<file path="src/rtl/pcieifc_mc_sync_fifo.sv">
// Multi-channel sync FIFO: one shared memory split into CHNL_NUM circular queues.
// Latency: write visible next cycle; read data registered, one cycle after rd_en.
// Backpressure: none; writes to full / reads from empty are dropped and flagged sticky.
module pcieifc_mc_sync_fifo #(
    parameter int DATASIZE     = 8,
    parameter int ADDRSIZE     = 4,
    parameter int CHNLSIZE     = 2,
    parameter int AFULL_THRESH = 12,
    localparam int CHNL_NUM    = 1 << CHNLSIZE,
    localparam int CW          = ADDRSIZE + 1
) (
    input  logic                     clk,
    input  logic                     rst,
    input  logic                     wr_en,
    input  logic [CHNLSIZE-1:0]      wr_chnl,
    input  logic [DATASIZE-1:0]      wdata,
    input  logic                     rd_en,
    input  logic [CHNLSIZE-1:0]      rd_chnl,
    output logic [DATASIZE-1:0]      rdata,
    output logic                     rvalid,
    output logic [CHNL_NUM-1:0]      full,
    output logic [CHNL_NUM-1:0]      empty,
    output logic [CHNL_NUM-1:0]      afull,
    output logic [CHNL_NUM*CW-1:0]   count,
    output logic                     ovf_err,
    output logic                     udf_err
);

    localparam int MEM_WORDS          = CHNL_NUM << ADDRSIZE;
    localparam logic [CW-1:0] PTR_ONE  = CW'(1);
    localparam logic [CW-1:0] DEPTH_LV = CW'(1 << ADDRSIZE);
    localparam logic [CW-1:0] AFULL_LV = CW'(AFULL_THRESH);

    logic [DATASIZE-1:0] mem [MEM_WORDS];

    logic [CHNL_NUM-1:0][CW-1:0] wptr_q, wptr_d;
    logic [CHNL_NUM-1:0][CW-1:0] rptr_q, rptr_d;
    logic [CHNL_NUM-1:0][CW-1:0] cnt;
    logic [DATASIZE-1:0]         rdata_q, rdata_d;
    logic                        rvalid_q, rvalid_d;
    logic                        ovf_q, ovf_d;
    logic                        udf_q, udf_d;

    logic                         wr_acc, rd_acc;
    logic [CHNLSIZE+ADDRSIZE-1:0] waddr, raddr;

    // Pointers carry one extra wrap bit so full and empty are distinguishable.
    always_comb begin
        cnt   = '0;
        full  = '0;
        empty = '0;
        afull = '0;
        count = '0;
        for (int c = 0; c < CHNL_NUM; c++) begin
            cnt[c]            = wptr_q[c] - rptr_q[c];
            full[c]           = (cnt[c] == DEPTH_LV);
            empty[c]          = (cnt[c] == '0);
            afull[c]          = (cnt[c] >= AFULL_LV);
            count[c*CW +: CW] = cnt[c];
        end
    end

    assign wr_acc = wr_en && !full[wr_chnl];
    assign rd_acc = rd_en && !empty[rd_chnl];
    assign waddr  = {wr_chnl, wptr_q[wr_chnl][ADDRSIZE-1:0]};
    assign raddr  = {rd_chnl, rptr_q[rd_chnl][ADDRSIZE-1:0]};

    always_comb begin
        wptr_d   = wptr_q;
        rptr_d   = rptr_q;
        rdata_d  = rdata_q;
        rvalid_d = 1'b0;
        ovf_d    = ovf_q || (wr_en && full[wr_chnl]);
        udf_d    = udf_q || (rd_en && empty[rd_chnl]);
        if (wr_acc) begin
            wptr_d[wr_chnl] = wptr_q[wr_chnl] + PTR_ONE;
        end
        // No bypass: a read of an empty channel misses even if it is written this cycle.
        if (rd_acc) begin
            rptr_d[rd_chnl] = rptr_q[rd_chnl] + PTR_ONE;
            rdata_d         = mem[raddr];
            rvalid_d        = 1'b1;
        end
    end

    always_ff @(posedge clk or posedge rst) begin
        if (rst) begin
            wptr_q   <= '0;
            rptr_q   <= '0;
            rdata_q  <= '0;
            rvalid_q <= 1'b0;
            ovf_q    <= 1'b0;
            udf_q    <= 1'b0;
        end else begin
            wptr_q   <= wptr_d;
            rptr_q   <= rptr_d;
            rdata_q  <= rdata_d;
            rvalid_q <= rvalid_d;
            ovf_q    <= ovf_d;
            udf_q    <= udf_d;
        end
    end

    // Storage is deliberately unreset; reads only ever target written slots.
    always_ff @(posedge clk) begin
        if (wr_acc) begin
            mem[waddr] <= wdata;
        end
    end

    assign rdata   = rdata_q;
    assign rvalid  = rvalid_q;
    assign ovf_err = ovf_q;
    assign udf_err = udf_q;

endmodule
</file>
<file path="config.mk">
export PLATFORM = sky130hd
export DESIGN_NAME = pcieifc_mc_sync_fifo
export DESIGN_NICKNAME = d
export VERILOG_FILES = /design/src/rtl/pcieifc_mc_sync_fifo.sv
export SDC_FILE = /design/constraint.sdc
export NUM_CORES = 1
export LEC_CHECK = 0
export BUFFER_PORTS_ARGS = -buffer_cell sky130_fd_sc_hd__buf_2
export CORE_MARGIN = 5
export CORE_UTILIZATION = 25
export DETAILED_ROUTE_END_ITERATION = 8
export GPL_ROUTABILITY_DRIVEN = 1
export SLEW_MARGIN = 20
export SYNTH_ARGS = -nofsm -noshare
export SYNTH_HDL_FRONTEND = slang
export SYNTH_SLANG_ARGS = --single-unit
export TNS_END_PERCENT = 10
</file>
<file path="constraint.sdc">
create_clock -name clk -period 10.1 [get_ports clk]
set_input_delay 0 -clock clk [delete_from_list [all_inputs] [get_ports clk]]
set_output_delay 0 -clock clk [all_outputs]
set_load 0.01 [all_outputs]
</file>
# After elaboration in Yosys (flattened, before gate mapping)
# Memories as Yosys holds them, arrays and structs flattened. A register that Yosys moved wholly into a read port is not among the register bits.
# Cells that the tools add are included.
# totals
ff_bits,43
mem_bits_rw,512
input_bits,16
output_inout_bits,43
wordCells,61
memories,1
# memory_table
name,depth,word_bits,read_ports,rd_clocked_by_memory_dff,write_ports,line_no,text
mem,64,8,1,1,1,34,logic [DATASIZE-1:0] mem [MEM_WORDS];
# classes
add_sub_neg,6
order_cmp,8
eq_ne,4
mux,17
reduce_logical,14
# ops
operator,n
20-bit bitwise mux,2
5-bit binary-select mux with 2-bit select,2
5-bit demux with 2-bit select,2
"5-bit == test, second input constant",4
"5-bit by 4-bit greater-or-equal comparator with 1-bit output, second input constant",4
5-bit logical NOT,4
5-bit 2-to-1 mux,4
5-bit subtractor,4
"5-bit by 1-bit adder with 5-bit output, second input constant",2
1-bit logical AND,6
"2-bit by 3-bit less-than comparator with 1-bit output, second input constant",2
1-bit 2-to-1 mux,5
1-bit binary-select mux with 2-bit select,2
"2-bit by 1-bit greater-or-equal comparator with 1-bit output, second input constant",2
1-bit logical NOT,2
1-bit logical OR,2

# Logic depth before layout (Yosys ltp)
# Gate-level depths: netlist of the first run.
# logic_depth
ltp_word,8
depth_mapped,14
depth_no_buf,11

# Worst setup path before layout of the first run
# OpenSTA, ideal clock, no wires.
# synth_timing
kind,reg-to-reg
from,register wptr_q[15] (netlist bit)
to,memory mem[23][0] (enable)
setup_ns,0.383
arrival_time_ns,3.398
required_ns,9.717
slack_ns,6.318
path_stages_with_launch,12
path_buffers,1
synth_period_minus_slack_ns,3.782
cell_sequence,dfrtp_1 > inv_1 > ha_1 > inv_1 > fa_1 > xor2_2 > and4b_1 > o22a_1 > mux4_2 > clkbuf_1 > or3_1 > nor3_1
# synth_between
elab_chain_cells,8
elab_cells_between_ends,10
classes_between,add/sub (1); eq/ne (1); mux (6); reduce/logical (2)
# synth_rtl
item,line_no,text
"start, declared",36,"logic [CHNL_NUM-1:0][CW-1:0] wptr_q, wptr_d;"
"start signal, assigned",95,wptr_q <= wptr_d;
5-bit subtractor,55,cnt[c] = wptr_q[c] - rptr_q[c];
via count[17],24,"output logic [CHNL_NUM*CW-1:0] count,"
5-bit == test,56,full[c] = (cnt[c] == DEPTH_LV);
via full[3],21,"output logic [CHNL_NUM-1:0] full,"
1-bit binary-select mux with 2-bit select,63,assign wr_acc = wr_en && !full[wr_chnl];
1-bit 2-to-1 mux (implied by the code),63,
1-bit logical NOT,63,
1-bit logical AND,63,
1-bit 2-to-1 mux,106,if (wr_acc) begin
1-bit 2-to-1 mux (implied by the code),107,mem[waddr] <= wdata;
"end, declared",34,
# The timed path passes the listed nets, and every way through them passes these cells. The select of a mux whose other input is x is not followed.

# Final worst setup path of the first run
# layout_timing
from,register wptr_q[15] (netlist bit)
to,memory mem[24][4] (enable)
# layout_between
elab_chain_cells,8
elab_cells_between_ends,10
classes_between,add/sub (1); eq/ne (1); mux (6); reduce/logical (2)
# layout_rtl
item,line_no
5-bit subtractor,55
5-bit == test,56
1-bit binary-select mux with 2-bit select,63
1-bit 2-to-1 mux (implied by the code),63
1-bit logical NOT,63
1-bit logical AND,63
1-bit 2-to-1 mux,106
1-bit 2-to-1 mux (implied by the code),107
# Parallel ways exist; a longest one is shown, timed or not. The select of a mux whose other input is x is not followed.

==> impl_metrics.csv, run 1 <==
group,metric,value,unit
run_status,status,"complete, no violations",
sta,fin_ws,5.71,ns
power_and_ir_drop,ir_worst_vdd,0.312,mV
worst_setup_path,critPathArrivalTime,4.65,ns
placement,placed_cell_area,25500,sq um
logic_synthesis,syn_avg_cell_area,14.8,sq um
worst_setup_path,cp-start-kind,"flip-flop",
logic_synthesis,synth_area_leaders,"edfxtp_1 64%, mux2i_1 5.4%, dfrtp_1 5.3%, nand2_1 3.2%, mux4_2 2.4%",
detailed_routing,drt_drc_violations_left,0,
clock_network,cts_root_buf,"clkbuf_16",
power_and_ir_drop,powerDensity,290,nW/um^2
detailed_routing,ant_nets,0,
worst_hold_path,worstHoldPathType,"primary input to flip-flop",
cells_and_area,utilization,0.289,
worst_setup_path,critPathCaptureType,"flip-flop",
detailed_routing,dr_total_vias,14607,
die,die_w,319,microns
logic_synthesis,syn_inst,1613,
clock_network,cts_buffer_depth,3,
cells_and_area,syn_to_final_growth,14.8,%
clock_network,clk_pin_slew,0.07,ns
clock_network,h-tree-depth,2,
detailed_routing,wl_met3,6110,microns
grt,grt_max_degree,133,
logic_synthesis,synth-seq-cells,563,
sta,fmax,228,MHz
logic_synthesis,netlist_area,23900,sq um
worst_setup_path,cp.required,10.35,ns
grt,grt_antenna_before_repair,11,
run,max_cap_viol_count,0,
die,initial_core_util,0.252,
logic_synthesis,ys.flop_type,"edfxtp_1",
die,rows,113,
sta,rsz0062_at_grt,"false",
grt,grt_use_total,0.131,
detailed_routing,drt_iter0_drc,1809,
placement,gp_congestion,0.895,
clock_network,cts_tree,"done",
logic_synthesis,async_flop_share,0.0906,
die,fp.dieArea,102000,sq um
logic_synthesis,ys_seq_area_frac,0.697,
die,io_pins,59,
sta,finalMaxSlewViolations,0,
cells_and_area,design_area,27400,sq um
sta,finalCriticalPeriod,4.39,ns
sta,relSlewSlack,0.269,
worst_setup_path,critPathMaxFanout,12,
grt,grt_overflow,0,
placement,dp_slack,5.64,ns
detailed_routing,wl_met1,27600,microns
sta,finalClockSkew,0.0247,ns
sta,post-route-period-util,0.435,
placement,portBuffers,58,
cells_and_area,drive_gt1_frac,0.149,
clock_network,cts_buffers,55,
clock_network,clock_latency,0.62,ns
logic_synthesis,synthDominantCellAreaShare,0.644,
power_and_ir_drop,leakagePower,9.25,nW
clock_network,cts_setup_buffers,0,
grt,grt_pass1_vias,14353,
die,core-area,94900,sq um
detailed_routing,via_per_inst,4.90,
logic_synthesis,syn-num-nets,1651,
sta,setup_viol,0,
detailed_routing,wl_met2,33100,microns
detailed_routing,top_layer,"met5",
sta,holdWs,0.0742,ns
sta,hold_violations,0,
die,die_h,319,microns
detailed_routing,dr.pass1.iters,5,
logic_synthesis,yosysTopAreaCell,"edfxtp_1",
logic_synthesis,synth_cell_types,72,
detailed_routing,totalWireLength,69100,microns
logic_synthesis,yosys_warnings,0,
placement,hpwl,43100,microns
sta,tns,0,ns
sta,worst_pin_slew,1.09,ns
logic_synthesis,synth_edf_count,512,
cells_and_area,fin_nets,1705,
detailed_routing,wire_per_inst,23.2,microns
clock_network,cts_sinks,563,
worst_setup_path,worstSetupPathType,"flip-flop to flip-flop",
grt,grt_pass1_wl,101000,microns
-- final cells by class --
| class | count | area (sq um) |
|---|---|---|
| sequential | 563 | 16700 |
| antenna | 5 | 12.5 |
| tap | 1265 | 1580 |
| timing repair buffer | 90 | 551 |
| multi-input combinational | 922 | 6600 |
| clock inverter | 31 | 349 |
| inverter | 35 | 141 |
| fill | 9342 | 67500 |
| clock buffer | 73 | 1530 |
-- synth_stat cells (8+ instances only) --
cell      number
xnor2_1        8
a211oi_1      37
nand2_1      204
mux2_2        33
and3_1         9
a21oi_1       31
nand4_1       11
dfrtp_1       51
nor2b_1       42
o221ai_1       8
a22oi_1       21
mux4_2        25
o21ai_0       13
edfxtp_1     512
buf_6          8
nand3_1       38
a31oi_1       26
buf_4         24
xor2_1         8
clkbuf_1      34
a311oi_1      23
or3_1         17
nor4_1         9
buf_2         22
inv_1         32
nor2_1        99
mux2i_1      129
nor3_1        10
ha_1          18
-- logic make-up after synthesis --
family / after synthesis / synth area share
simple gates: 471 / 0.0912
buf+inv: 128 / 0.0276
compound gates: 221 / 0.0688
flops: 563 / 0.697
fa+ha+maj: 22 / 0.0128
mux: 191 / 0.0957
xor+xnor: 17 / 0.00655
-- path summary, 6_finish.rpt --
path / to / slack (ns) / from / cells after the start
min reg2reg: ovf_err / 0.45 / ovf_err / 1
max: mem[24][4] / 5.71 / wptr_q[15] / 11
max in group asynchronous: rdata[2] / 9.41 / rst / 4
min: mem[19][7] / 0.07 / wdata[7] / 2
min in group asynchronous: udf_err / 0.14 / rst / 4
max reg2reg: mem[24][4] / 5.71 / wptr_q[15] / 11
-- sequential cells by signal, indices dropped and copies added (netlist names) --
register,cells
udf_err,1
wptr_q,20
rptr_q,20
mem,512
rvalid,1
ovf_err,1
rdata,8
-- cells in the final DEF (no fill, tap or decap), types with 9 or more instances in the layout --
cell type	Yosys	routed
a21oi_1	31	31
nand2_1	204	204
a31oi_1	26	26
dfrtp_1	51	51
clkinv_1	0	9
and3_1	9	9
clkbuf_16	0	56
nand4_1	11	11
buf_2	22	58
mux2_2	33	33
inv_1	32	31
buf_4	24	28
mux4_2	25	25
edfxtp_1	512	512
clkbuf_1	34	10
or3_1	17	17
a22oi_1	21	21
o21ai_0	13	13
a311oi_1	23	23
nor3_1	10	9
mux2i_1	129	129
ha_1	18	18
nor2_1	99	98
nor2b_1	42	40
a211oi_1	37	37
nand3_1	38	38
-- routing by layer --
layer | global-route usage | vias to the layer above
met5 | 0 | -
met4 | 0.0412 | 4
met3 | 0.0313 | 143
met2 | 0.215 | 694
met1 | 0.172 | 7470
li1 | - | 6296
-- through the flow --
stage               cells  power, W
floorplan            1613   0.00478
global placement     2872   0.00578
detailed placement   2872   0.00582
CTS                  2979   0.00794
global route         2979   0.00826
finish               2984   0.00794
-- critical path: stages, from the launching register on --
cell and delay (ns):
dfrtp_1 0.40, inv_1 0.08, ha_1 0.17, inv_1 0.06, fa_1 0.43, xor2_2 0.24
and4b_1 0.24, o22a_1 0.20, mux4_2 0.63, nand2b_4 0.23, or4_1 0.66, nor2_1 0.69
-- timing repair --
action	in CTS	in global routing
gates resized for setup	0	0
hold endpoints to repair	63	0
hold buffers	3	0
-- report_power, final --
group          switching [W]  leakage, nW  internal [W]
clock               0.000885        0.911       0.00124
sequential          0.000131         5.23       0.00270
combinational        0.00197         3.11       0.00101
total                0.00298         9.25       0.00496
Note: power is estimated with default switching activity, not from simulation.
==> inputs of run 2 (changes only) <==
==> constraint.sdc (replaced) <==
create_clock -name clk -period 4.2 [get_ports clk]
set_input_delay 0 -clock clk [delete_from_list [all_inputs] [get_ports clk]]
set_output_delay 0 -clock clk [all_outputs]
set_load 0.01 [all_outputs]
==> run 2 against run 1 <==
Worst setup slack worse by 5.5 ns. Clock power up 130%. Combinational power grew to 2.5 times the previous value. Utilization grew 0.66 points. First-iteration DRC count up 0.28%. Flip-flop and latch count is the same. Sequential power up 140%.
==> impl_metrics.csv, run 2 (synthesis results as in run 1) <==
group,metric,value,unit
run_status,status,"complete, no violations",
cells_and_area,largest_reg_flops,512,
cells_and_area,largestRegisters,"mem x512, rptr_q x20, wptr_q x20",
die,die_h,319,microns
detailed_routing,drt_iter0_drc,1814,
grt,grt_overflow,0,
placement,dp_cells,2954,
worst_setup_path,worstSetupPathType,"flip-flop to flip-flop",
placement,portBuffers,58,
worst_setup_path,path_common_cell,"inv_1",
cells_and_area,fin_nets,1790,
clock_network,post_cts_resized,0,
grt,grt_pass1_vias,14967,
clock_network,cts_sinks,563,
die,rows,113,
cells_and_area,layout_commonest_cell,"edfxtp_1",
worst_setup_path,cp-start-kind,"flip-flop",
power_and_ir_drop,powerDensity,686,nW/um^2
worst_setup_path,cp.required,4.52,ns
sta,finalCriticalPeriod,4.03,ns
worst_setup_path,critPathMaxFanout,12,
sta,finalMaxSlewViolations,0,
sta,worst_pin_slew,1.03,ns
clock_network,cts_buffer_depth,3,
detailed_routing,dr.pass1.iters,5,
clock_network,cts_tree,"done",
clock_network,clk_pin_slew,0.06,ns
sta,relSlewSlack,0.299,
die,die_w,319,microns
clock_network,cts_hold_buffers,5,
clock_network,cts_buffers,56,
worst_setup_path,critPathArrivalTime,4.35,ns
sta,hold_violations,0,
power_and_ir_drop,pwr-share-clk,0.258,
placement,gp_congestion,0.864,
clock_network,cts_root_buf,"clkbuf_16",
die,initial_core_util,0.252,
worst_setup_path,crit_buf_inv,3,
die,core-area,94900,sq um
worst_setup_path,crit_chain,"inv_1 -> ha_1 -> inv_1 -> fa_1 -> xor2_2 -> and4b_1 -> o22a_1 -> mux4_2 -> nand2b_4 -> or4_1 -> nor2_1 -> buf_4",
detailed_routing,via_per_inst,4.91,
power_and_ir_drop,power.internal,0.0120,W
sta,finalClockSkew,0.0269,ns
worst_hold_path,worstHoldPathType,"primary input to flip-flop",
clock_network,cts_setup_buffers,0,
cells_and_area,fin_cells,3061,
cells_and_area,drive_gt1_frac,0.187,
sta,fmax,248,MHz
power_and_ir_drop,ir_worst_vdd,0.457,mV
sta,tns,0,ns
detailed_routing,totalWireLength,69900,microns
power_and_ir_drop,pwr-share-seq,0.353,
clock_network,h-tree-depth,2,
detailed_routing,ant_nets,0,
sta,setup_viol,0,
cells_and_area,regMostFlops,"mem",
worst_setup_path,cp_slowest_stage_delay,0.64,ns
sta,post-route-period-util,0.959,
clock_network,clock_latency,0.63,ns
power_and_ir_drop,p_switching,0.00728,W
worst_setup_path,cp_top_family,"simple AND/OR/NAND/NOR gates",
cells_and_area,final_cell_mix,"512 x edfxtp_1, 204 x nand2_1, 129 x mux2i_1, 104 x buf_4, 99 x nor2_1",
run,max_cap_viol_count,0,
detailed_routing,wire_per_inst,22.8,microns
detailed_routing,dr_total_vias,15022,
detailed_routing,drt_drc_violations_left,0,
power_and_ir_drop,leakagePower,9.70,nW
grt,grt_max_degree,67,
grt,grt_pass1_wl,103000,microns
worst_setup_path,critPathCaptureType,"flip-flop",
power_and_ir_drop,p_sw_frac,0.378,
cells_and_area,diodes,0,
worst_setup_path,critPathSlowestCell,"or4_1",
die,fp.dieArea,102000,sq um
cells_and_area,syn_to_final_growth,17.4,%
sta,rsz0062_at_grt,"false",
grt,grt_antenna_before_repair,2,
placement,hpwl,45600,microns
die,io_pins,59,
grt,grt_use_total,0.133,
power_and_ir_drop,comb_power_share,0.389,
[run 2: changes by cell type in the layout (fill, tap and decap cells not counted), sizes merged]
cell / previous run / this run
diode: 5 / 0
dlygate4sd3: 3 / 5
bufinv: 7 / 5
clkinvlp: 4 / 2
buf: 87 / 169
clkbuf: 73 / 68
inv: 37 / 35
clkinv: 18 / 27
[run 2: power by group through the flow]
stage | Combinational [W] | Clock (W) | Sequential [W]
global route | 0.00795 | 0.00528 | 0.00682
floorplan | 0.00471 | 0 | 0.00680
detailed placement | 0.00741 | 0 | 0.00689
global placement | 0.00731 | 0 | 0.00688
CTS | 0.00745 | 0.00504 | 0.00678
finish | 0.00748 | 0.00497 | 0.00679
[run 2: layer usage]
metal  wire [microns]  GRT usage
met2            32200      0.214
met5                0          0
met1            28700      0.176
met4             2930     0.0513
met3             6080     0.0287
[run 2: per-stage QoR]
step / util / area, sq um / hold slack, ns / worst slack [ns] / total power (W)
floorplan: - / 23900 / 0.0989 / 0.418 / 0.0115
global placement: 0.276 / 26200 / 0.219 / 0.272 / 0.0142
detailed placement: 0.276 / 26200 / 0.228 / 0.245 / 0.0143
CTS: 0.296 / 28000 / 0.0826 / 0.204 / 0.0193
global route: 0.296 / 28000 / 0.115 / 0.0698 / 0.0201
finish: 0.296 / 28000 / 0.0995 / 0.172 / 0.0192
[run 2: final timing paths]
path | startpoint | slack [ns] | cells past startpoint | end
max | wptr_q[15] | 0.17 | 12 | mem[26][1]
min | wdata[0] | 0.1 | 2 | mem[57][0]
max reg2reg | wptr_q[15] | 0.17 | 12 | mem[26][1]
min reg2reg | udf_err | 0.45 | 1 | udf_err
max in group asynchronous | rst | 3.52 | 4 | rdata[4]
min in group asynchronous | rst | 0.13 | 4 | rptr_q[16]
[run 2: final cells by class]
type / count / area [sq um]
Fill cell: 9347 / 66800
Inverter: 35 / 141
Tap cell: 1265 / 1580
Sequential cell: 563 / 16700
Timing Repair Buffer: 174 / 1260
Clock inverter: 34 / 324
Multi-Input combinational cell: 922 / 6580
Clock buffer: 68 / 1500
==> inputs of run 3 (changes only) <==
--- a/config.mk
+++ b/config.mk
@@ -7,9 +7,10 @@
 export LEC_CHECK = 0
 export BUFFER_PORTS_ARGS = -buffer_cell sky130_fd_sc_hd__buf_2
 export CORE_MARGIN = 5
-export CORE_UTILIZATION = 25
+export CORE_UTILIZATION = 50
 export DETAILED_ROUTE_END_ITERATION = 8
 export GPL_ROUTABILITY_DRIVEN = 1
+export PLACE_DENSITY = 0.66
 export SLEW_MARGIN = 20
 export SYNTH_ARGS = -nofsm -noshare
 export SYNTH_HDL_FRONTEND = slang
==> constraint.sdc (replaced) <==
create_clock -name clk -period 4.2 [get_ports clk]
set_input_delay 0.42 -clock clk [delete_from_list [all_inputs] [get_ports clk]]
set_output_delay 0.42 -clock clk [all_outputs]
set_load 0.01 [all_outputs]
==> run 3 against run 2 <==
Worst hold slack worse by 0.061 ns. Sequential power hardly changed. Sequential share of layout area is 1.8 points higher. Via count hardly changed. First-iteration DRC count is 0.33% higher. Non-clock buffer count is 7 higher. Critical path depth stayed put. Combinational power hardly changed. Global-route usage is 12 points higher. Final area is 2.9% lower. Flip-flop and latch count stayed put. Worst setup slack better by 0.10 ns. Largest cell class unchanged.
==> impl_metrics.csv, run 3 (synthesis results as in run 1) <==
group,metric,value,unit
clock_network,post_cts_resized,0,
detailed_routing,drt_iter0_drc,1820,
power_and_ir_drop,pwr-share-seq,0.354,
detailed_routing,wire_per_inst,27.9,microns
power_and_ir_drop,leakagePower,9.70,nW
worst_setup_path,regToRegSetupSlack,0.27,ns
grt,grt_antenna_before_repair,1,
worst_setup_path,critPathSlowestCell,"mux4_2",
sta,hold_violations,0,
detailed_routing,totalWireLength,67500,microns
sta,finalClockSkew,0.0176,ns
detailed_routing,dr_total_vias,15011,
run_status,status,"complete, no violations",
clock_network,clock_latency,0.61,ns
detailed_routing,drt_drc_violations_left,0,
clock_network,cts_buffers,56,
sta,post-route-period-util,0.935,
clock_network,cts_setup_buffers,0,
sta,finalMaxSlewViolations,0,
worst_setup_path,cp-start-kind,"flip-flop",
grt,grt_pass1_wl,98600,microns
worst_setup_path,critPathArrivalTime,4.24,ns
cells_and_area,final_cell_mix,"512 x edfxtp_1, 204 x nand2_1, 129 x mux2i_1, 115 x buf_4, 99 x nor2_1",
sta,fin_ws,0.274,ns
grt,grt_max_degree,67,
cells_and_area,fin_nets,1797,
power_and_ir_drop,powerDensity,705,nW/um^2
die,die_h,229,microns
clock_network,cts_buffer_depth,3,
power_and_ir_drop,ir_worst_vdd,0.526,mV
sta,tns,0,ns
die,core-area,47400,sq um
placement,hpwl,44000,microns
grt,grt_use_total,0.254,
die,die_w,229,microns
detailed_routing,ant_nets,0,
clock_network,clk_pin_slew,0.07,ns
sta,setup_viol,0,
detailed_routing,via_per_inst,6.21,
cells_and_area,largest_reg_flops,512,
cells_and_area,diodes,0,
sta,worst_pin_slew,1.14,ns
placement,dp_slack,0.332,ns
cells_and_area,drive_gt1_frac,0.187,
power_and_ir_drop,p_sw_frac,0.374,
worst_setup_path,cp_top_family,"simple AND/OR/NAND/NOR gates",
die,io_pins,59,
run,max_cap_viol_count,0,
grt,grt_pass1_vias,14896,
cells_and_area,layout_commonest_cell,"edfxtp_1",
power_and_ir_drop,power.internal,0.0120,W
cells_and_area,largestRegisters,"mem x512, rptr_q x20, wptr_q x20",
power_and_ir_drop,comb_power_share,0.390,
clock_network,cts_hold_buffers,1,
power_and_ir_drop,p_switching,0.00717,W
sta,finalCriticalPeriod,3.93,ns
placement,portBuffers,58,
clock_network,cts_sinks,563,
sta,fmax,255,MHz
die,initial_core_util,0.503,
worst_setup_path,critPathMaxFanout,12,
detailed_routing,dr.pass1.iters,8,
sta,relSlewSlack,0.236,
worst_setup_path,crit_chain,"inv_1 -> ha_1 -> inv_1 -> fa_1 -> xor2_2 -> and4b_1 -> o22a_1 -> mux4_2 -> nand2b_4 -> or4_1 -> nor2_1 -> buf_4",
cells_and_area,regMostFlops,"mem",
clock_network,cts_root_buf,"clkbuf_16",
clock_network,cts_tree,"done",
power_and_ir_drop,pwr-share-clk,0.256,
cells_and_area,syn_to_final_growth,14.0,%
worst_setup_path,crit_buf_inv,3,
placement,gp_congestion,0.905,
die,rows,80,
clock_network,h-tree-depth,2,
die,fp.dieArea,52200,sq um
worst_hold_path,worstHoldPathType,"primary input to flip-flop",
sta,rsz0062_at_grt,"false",
worst_setup_path,critPathCaptureType,"flip-flop",
grt,grt_overflow,0,
worst_setup_path,cp.required,4.52,ns
worst_setup_path,worstSetupPathType,"flip-flop to flip-flop",
worst_setup_path,cp_slowest_stage_delay,0.63,ns
worst_setup_path,path_common_cell,"inv_1",
==> run 3: final timing paths <==
path,cells after the start,start,to
max reg2reg,12,wptr_q[15],mem[24][5]
min in group asynchronous,3,rst,udf_err
min,2,rd_en,udf_err
max in group asynchronous,4,rst,rvalid
max,12,wptr_q[15],mem[24][5]
min reg2reg,1,ovf_err,ovf_err
==> run 3: per-stage QoR <==
| stage | instance area, sq um | power [W] | utilization | hold WS [ns] | instances |
|---|---|---|---|---|---|
| after floorplan | 23900 | 0.0115 | - | 0.462 | 1613 |
| after global placement | 25400 | 0.0142 | 0.536 | 0.262 | 2315 |
| after detailed placement | 25400 | 0.0143 | 0.536 | 0.265 | 2315 |
| after CTS | 27200 | 0.0192 | 0.574 | 0.00977 | 2418 |
| after global routing | 27200 | 0.0200 | 0.574 | 0.0211 | 2418 |
| final | 27200 | 0.0192 | 0.574 | 0.0388 | 2418 |
==> run 3: worst reg2reg max path, delay by kind of cell (launching register included) <==
kind            cells  cell delay [ns]
flops               1             0.41
buf+inv             3             0.31
xor+xnor            1             0.25
fa+ha+maj           2             0.57
compound gates      1             0.18
simple gates        4             1.28
mux                 1             0.63
==> run 3: power by group through the flow <==
stage	combinational (W)	sequential (W)	clock, W
2_1_floorplan	0.00471	0.00680	0
3_3_place_gp	0.00732	0.00687	0
3_5_place_dp	0.00741	0.00689	0
4_1_cts	0.00744	0.00677	0.00497
5_1_grt	0.00796	0.00681	0.00520
6_report	0.00749	0.00679	0.00491
==> run 3: cell type report <==
class | count | area (sq um)
Timing Repair Buffer | 181 | 1300
Inverter | 35 | 141
Fill cell | 3737 | 20200
Sequential cell | 563 | 16700
Clock buffer | 71 | 1500
Multi-Input combinational cell | 922 | 6580
Tap cell | 615 | 769
Clock inverter | 31 | 278
==> run 3: per-layer routing <==
layer / part of all wire / global-route usage
met5: 0 / 0
met4: 0.042 / 0.0981
met3: 0.10 / 0.0583
met2: 0.47 / 0.408
met1: 0.39 / 0.342
